$ cat src/rtl/knap_search_ctrl.sv
// Exhaustive knapsack search controller: steps a selection mask through every
// subset of a programmable item table and tracks the best subset that meets the limits.
module knap_search_ctrl #(
  parameter int N_ITEMS = 5,
  parameter int W       = 32,
  localparam int IDX_W  = (N_ITEMS > 1) ? $clog2(N_ITEMS) : 1
) (
  input  logic               clk,
  input  logic               rst_n,
  input  logic               cfg_wr,
  input  logic [IDX_W-1:0]   cfg_idx,
  input  logic [W-1:0]       cfg_value,
  input  logic [W-1:0]       cfg_weight,
  input  logic [W-1:0]       min_value,
  input  logic [W-1:0]       max_weight,
  input  logic               start,
  input  logic               abort,
  output logic               busy,
  output logic               done,
  output logic               found,
  output logic [N_ITEMS-1:0] best_mask,
  output logic [W-1:0]       best_value,
  output logic [W-1:0]       best_weight,
  output logic [N_ITEMS:0]   valid_count,
  output logic [1:0]         dbg_state
);

  // Handshake: start is accepted on any rising edge where the block is in IDLE;
  // busy stays high from the accepting edge until the edge after the done pulse
  // begins, and done is a single-cycle pulse that only a completed search raises.
  typedef enum logic [1:0] {
    IDLE = 2'd0,
    EVAL = 2'd1,
    DONE = 2'd2
  } state_t;

  state_t             state, next_state;
  logic [W-1:0]       tbl_value  [N_ITEMS];
  logic [W-1:0]       tbl_weight [N_ITEMS];
  logic [N_ITEMS-1:0] mask;
  logic [W-1:0]       min_lat, max_lat;
  logic [W-1:0]       sum_value, sum_weight;
  logic               subset_ok, last_mask, idx_ok;

  assign dbg_state = state;
  assign idx_ok    = 32'(cfg_idx) < N_ITEMS;
  assign last_mask = &mask;

  // Single combinational adder tree over the items selected by the current mask.
  always_comb begin
    sum_value  = '0;
    sum_weight = '0;
    for (int i = 0; i < N_ITEMS; i++) begin
      if (mask[i]) begin
        sum_value  = sum_value + tbl_value[i];
        sum_weight = sum_weight + tbl_weight[i];
      end
    end
    subset_ok = (sum_value >= min_lat) && (sum_weight <= max_lat);
  end

  always_comb begin
    next_state = state;
    case (state)
      IDLE:    if (start) next_state = EVAL;
      EVAL: begin
        if (abort)          next_state = IDLE;
        else if (last_mask) next_state = DONE;
      end
      DONE:    next_state = IDLE;
      default: next_state = IDLE;
    endcase
  end

  always_ff @(posedge clk or negedge rst_n) begin
    if (!rst_n) state <= IDLE;
    else        state <= next_state;
  end

  always_ff @(posedge clk or negedge rst_n) begin
    if (!rst_n) begin
      for (int i = 0; i < N_ITEMS; i++) begin
        tbl_value[i]  <= '0;
        tbl_weight[i] <= '0;
      end
    end else if (state == IDLE && cfg_wr && idx_ok) begin
      tbl_value[cfg_idx]  <= cfg_value;
      tbl_weight[cfg_idx] <= cfg_weight;
    end
  end

  // busy also covers the DONE cycle so it falls one edge after done rises.
  always_ff @(posedge clk or negedge rst_n) begin
    if (!rst_n) begin
      busy        <= 1'b0;
      done        <= 1'b0;
      found       <= 1'b0;
      best_mask   <= '0;
      best_value  <= '0;
      best_weight <= '0;
      valid_count <= '0;
      mask        <= '0;
      min_lat     <= '0;
      max_lat     <= '0;
    end else begin
      done <= (state == DONE);
      busy <= (next_state != IDLE) || (state == DONE);
      if (state == IDLE && start) begin
        min_lat     <= min_value;
        max_lat     <= max_weight;
        found       <= 1'b0;
        best_mask   <= '0;
        best_value  <= '0;
        best_weight <= '0;
        valid_count <= '0;
        mask        <= '0;
      end else if (state == EVAL) begin
        mask <= mask + N_ITEMS'(1);
        if (subset_ok) begin
          valid_count <= valid_count + (N_ITEMS+1)'(1);
          // Strictly greater keeps the lower mask on ties.
          if (!found || sum_value > best_value) begin
            found       <= 1'b1;
            best_mask   <= mask;
            best_value  <= sum_value;
            best_weight <= sum_weight;
          end
        end
      end
    end
  end

endmodule

$ cat config.mk
export PLATFORM = sky130hd
export DESIGN_NAME = knap_search_ctrl
export DESIGN_NICKNAME = d
export VERILOG_FILES = /design/src/rtl/knap_search_ctrl.sv
export SDC_FILE = /design/constraint.sdc
export NUM_CORES = 1
export LEC_CHECK = 0
export ABC_AREA = 1
export CAP_MARGIN = 20
export CORE_ASPECT_RATIO = 1.75
export CORE_UTILIZATION = 40
export DETAILED_ROUTE_END_ITERATION = 8
export PLACE_DENSITY = 0.68
export SLEW_MARGIN = 20
export SYNTH_ARGS = -nofsm -noshare
export SYNTH_HDL_FRONTEND = slang
export SYNTH_SLANG_ARGS = --single-unit
$ cat constraint.sdc
create_clock -name clk -period 12.1 [get_ports clk]
set_input_delay 2.42 -clock clk [delete_from_list [all_inputs] [get_ports clk]]
set_output_delay 2.42 -clock clk [all_outputs]
set_load 0.02 [all_outputs]
==> results_dict.tcl <==
set metrics [dict create \
    cts_tree "built" \
    io_pins 216 \
    dp.cells 6897 \
    max-vdd-ir-drop_v 0.0001343 \
    rrSetupSlack_ns 0.92 \
    drtPass1Iterations 6 \
    leakage_nw 22.33 \
    synth_area_um2 38270 \
    core_um2 94520 \
    finalWirelength_mm 123.9 \
    yosysTopAreaCell "dfrtp_1" \
    antenna_found_initial 1 \
    p_total_mw 11.15 \
    worstMarginPinSlew_ns 1.005 \
    num_antenna_cells 0 \
    synthArstFlopShare_pct 100.0 \
    syn-num-nets 6103 \
    setup_viol 0 \
    setup.worst_path.start_class "register" \
    power.switching_mw 5.700 \
    critPathCaptureType "register" \
    maxCapViolations 0 \
    path_max_fanout 69 \
    critPathCapture "best_weight[17]" \
    slew_headroom_pct 32.99 \
    pwr-share-clk_pct 14.6 \
    netlist_instances 5611 \
    fin_nets 6232 \
    min_path_type "register to register" \
    regToRegEndpoint "best_weight[17]" \
    synth_edf_count 0 \
    status "finished clean" \
    die_area_um2 96960 \
    synthTopCellsByArea "dfrtp_1 (31%), nand2_1 (16%), ha_1 (11%), o21ai_0 (7.6%), inv_1 (6.4%)" \
    wl_per_cell_um 17.73 \
    slowest_stage "dfrtp_4" \
    fin_tns_setup_ns 0 \
    port_buffers 215 \
    p_per_area_nw_per_um2 257.9 \
    ys_seq_elements 469 \
    crit_arrival_ns 11.74 \
    r2r_start "mask[0]" \
    ys_seq_area_share_pct 30.67 \
    worstRegToRegCells 52 \
    clock_latency_ns 0.64 \
    power.internal_mw 5.450 \
    syn2layout_area_growth_pct 12.96 \
    fin_crit_ns 11.18 \
    via_per_inst 5.303 \
    grt_max_degree 151 \
    final_cells 6987 \
    avgSynthCellArea_um2 6.820 \
    grt_pass1_vias 36360 \
    power_frac_comb_pct 65.2 \
    drt-initial-drc-count 2508 \
    postCtsHoldBufs 0 \
    ctsRootBufferMaster "clkbuf_16" \
    swShare_pct 51.12 \
    placedInstanceArea_um2 41520 \
    ys.flop_type "dfrtp_1" \
    synthDistinctLibCells 55 \
    synth_top_area_share_pct 30.67 \
    grt_pass1_wl_mm 195.0 \
    clockBufferDepth 3 \
    crit_top_cell "nand2_1" \
    overflow 0 \
    hpwlAfterDp_mm 100.6 \
    crit_path_start "mask[0]" \
    cp.required_ns 12.65 \
    slew_violations 0 \
    grt.total_usage_pct 25.30 \
    rsz0062_at_grt "no" \
    clk_pin_slew_worst_paths_ns 0.06 \
    finalHoldViolCount 0 \
    gp_congestion 0.9562 \
    htree_levels 2 \
    die_y_um 411.2 \
    skew_ns 0.02874 \
    rows 149 \
    finalCritPeriodShare_pct 92.43 \
    vias 37050 \
    die_x_um 235.8 \
    synth_warnings 0 \
    cts_buffers 48 \
    finalInstanceArea_um2 43230 \
    clock-sinks 469 \
    ant_nets 0 \
    fmax_ghz 0.08941 \
    slowest_delay_ns 0.70 \
    crit_type "register to register" \
    power_frac_seq_pct 20.3 \
    layout-drive-gt1-share_pct 4.101 \
    drc 0 \
    initial_core_util_pct 40.49 \
]
[sequential cells by signal, indices dropped and copies added (netlist names)]
register     flops
best_value      32
best_weight     32
max_lat         32
min_lat         32
tbl_value      160
busy             1
found            1
tbl_weight     160
dbg_state        2
mask             5
best_mask        5
done             1
valid_count      6
[cell usage after synthesis (all sizes together), types with 14 or more instances]
cell	count
nand2	1673
inv	662
o21ai	624
dfrtp	469
nand3	419
ha	348
a21oi	337
nor2	316
clkbuf	123
and2	87
xor2	85
nor3	64
xnor2	54
nand4	46
buf	42
a21o	35
o21bai	33
a31oi	29
nor4	24
or2	23
nand3b	22
o21a	19
a21boi	14
o211ai	14
[power by group through the flow]
| stage | clock network, mW | logic (mW) | registers [mW] |
|---|---|---|---|
| global placement | 0 | 7.10 | 2.28 |
| detailed placement | 0 | 7.17 | 2.28 |
| CTS | 1.66 | 7.21 | 2.26 |
| global route | 1.72 | 8.21 | 2.31 |
| floorplan | 0 | 5.18 | 2.25 |
| finish | 1.62 | 7.27 | 2.26 |
[worst max-delay path, delay by kind of cell (launching register included)]
kind / cells / cell delay, ns
buffers and inverters: 4 / 1.06
xor gates and xnor gates: 2 / 0.40
AOI/OAI and AO/OA: 8 / 2.38
DFF: 1 / 0.70
and+or+nand+nor: 34 / 5.21
adders and majority gates: 4 / 1.28
[through the flow]
stage | setup WS, ns | hold slack, ns | utilization (%)
finish | 0.9161 | 0.4841 | 45.74
global placement | 0.8645 | 0.4556 | 43.93
floorplan | 3.317 | 0.4530 | -
global route | 0.007415 | 0.5030 | 45.74
CTS | 0.6625 | 0.4848 | 45.71
detailed placement | 0.7190 | 0.4684 | 43.93
[worst min-delay path by stage]
| stage | from | endpoint | slack, ns | cells past startpoint |
|---|---|---|---|---|
| after floorplan | tbl_value[108] | tbl_value[108] | 0.45 | 2 |
| after global placement | best_weight[1] | best_weight[1] | 0.46 | 2 |
| after detailed placement | best_weight[3] | best_weight[3] | 0.47 | 2 |
| after CTS | best_weight[3] | best_weight[3] | 0.48 | 2 |
| after global routing | tbl_weight[158] | tbl_weight[158] | 0.50 | 2 |
| final | best_weight[3] | best_weight[3] | 0.48 | 2 |
[final cells by class]
cell class	count	area [µm²]
multi-input cells	4313	23400
flip-flops and latches	469	11750
clock buffers	65	1356
repair buffers	243	2400
inverters	665	2499
clock inverters	24	322.8
well taps	1208	1511
fillers	9773	51290
[repair_timing]
| action | 4_1_cts | 5_1_grt |
|---|---|---|
| resized for setup | 0 | 3 |
| endpoints found under the setup margin | 0 | 69 |
| setup buffers | 0 | 0 |
[metal layers]
layer / up-vias / share of wire, % / track usage [%]
met2: 849 / 49 / 44.53
met3: 212 / 3.7 / 2.133
met4: 0 / 3.3 / 8.914
li1: 18710 / - / -
met1: 17280 / 44 / 32.27
met5: - / 0 / 0
[cells by family after synthesis]
kind of cell	count (synthesis)	share of synthesized area, %
simple gates	2676	29.66
compound gates	1141	16.40
fa+ha+maj	356	11.80
flops	469	30.67
xor+xnor	139	3.181
buf+inv	830	8.291
[layout by cell type, fill, tap and decap left out, types with 6 or more instances in the layout]
| master | n |
|---|---|
| nand2_1 | 1637 |
| inv_1 | 653 |
| o21ai_0 | 578 |
| dfrtp_1 | 464 |
| nand3_1 | 412 |
| ha_1 | 348 |
| a21oi_1 | 327 |
| nor2_1 | 309 |
| clkdlybuf4s50_1 | 214 |
| and2_1 | 86 |
| xor2_1 | 85 |
| nor3_1 | 64 |
| xnor2_1 | 54 |
| clkbuf_16 | 49 |
| nand4_1 | 46 |
| a21o_1 | 35 |
| nand2_2 | 32 |
| o21bai_1 | 32 |
| a31oi_1 | 29 |
| o21ai_1 | 27 |
| buf_4 | 24 |
| nor4_1 | 23 |
| or2_2 | 23 |
| nand3b_1 | 22 |
| o21a_1 | 19 |
| o21ai_2 | 19 |
| o211ai_1 | 14 |
| a21boi_0 | 11 |
| inv_2 | 10 |
| a21oi_2 | 9 |
| clkbuf_1 | 9 |
| o31ai_1 | 8 |
| fa_1 | 8 |
| clkinv_2 | 8 |
| nand3_2 | 7 |
| bufinv_16 | 7 |
| clkbuf_8 | 7 |
| a211oi_1 | 6 |
Note: power is estimated with default switching activity, not from simulation.
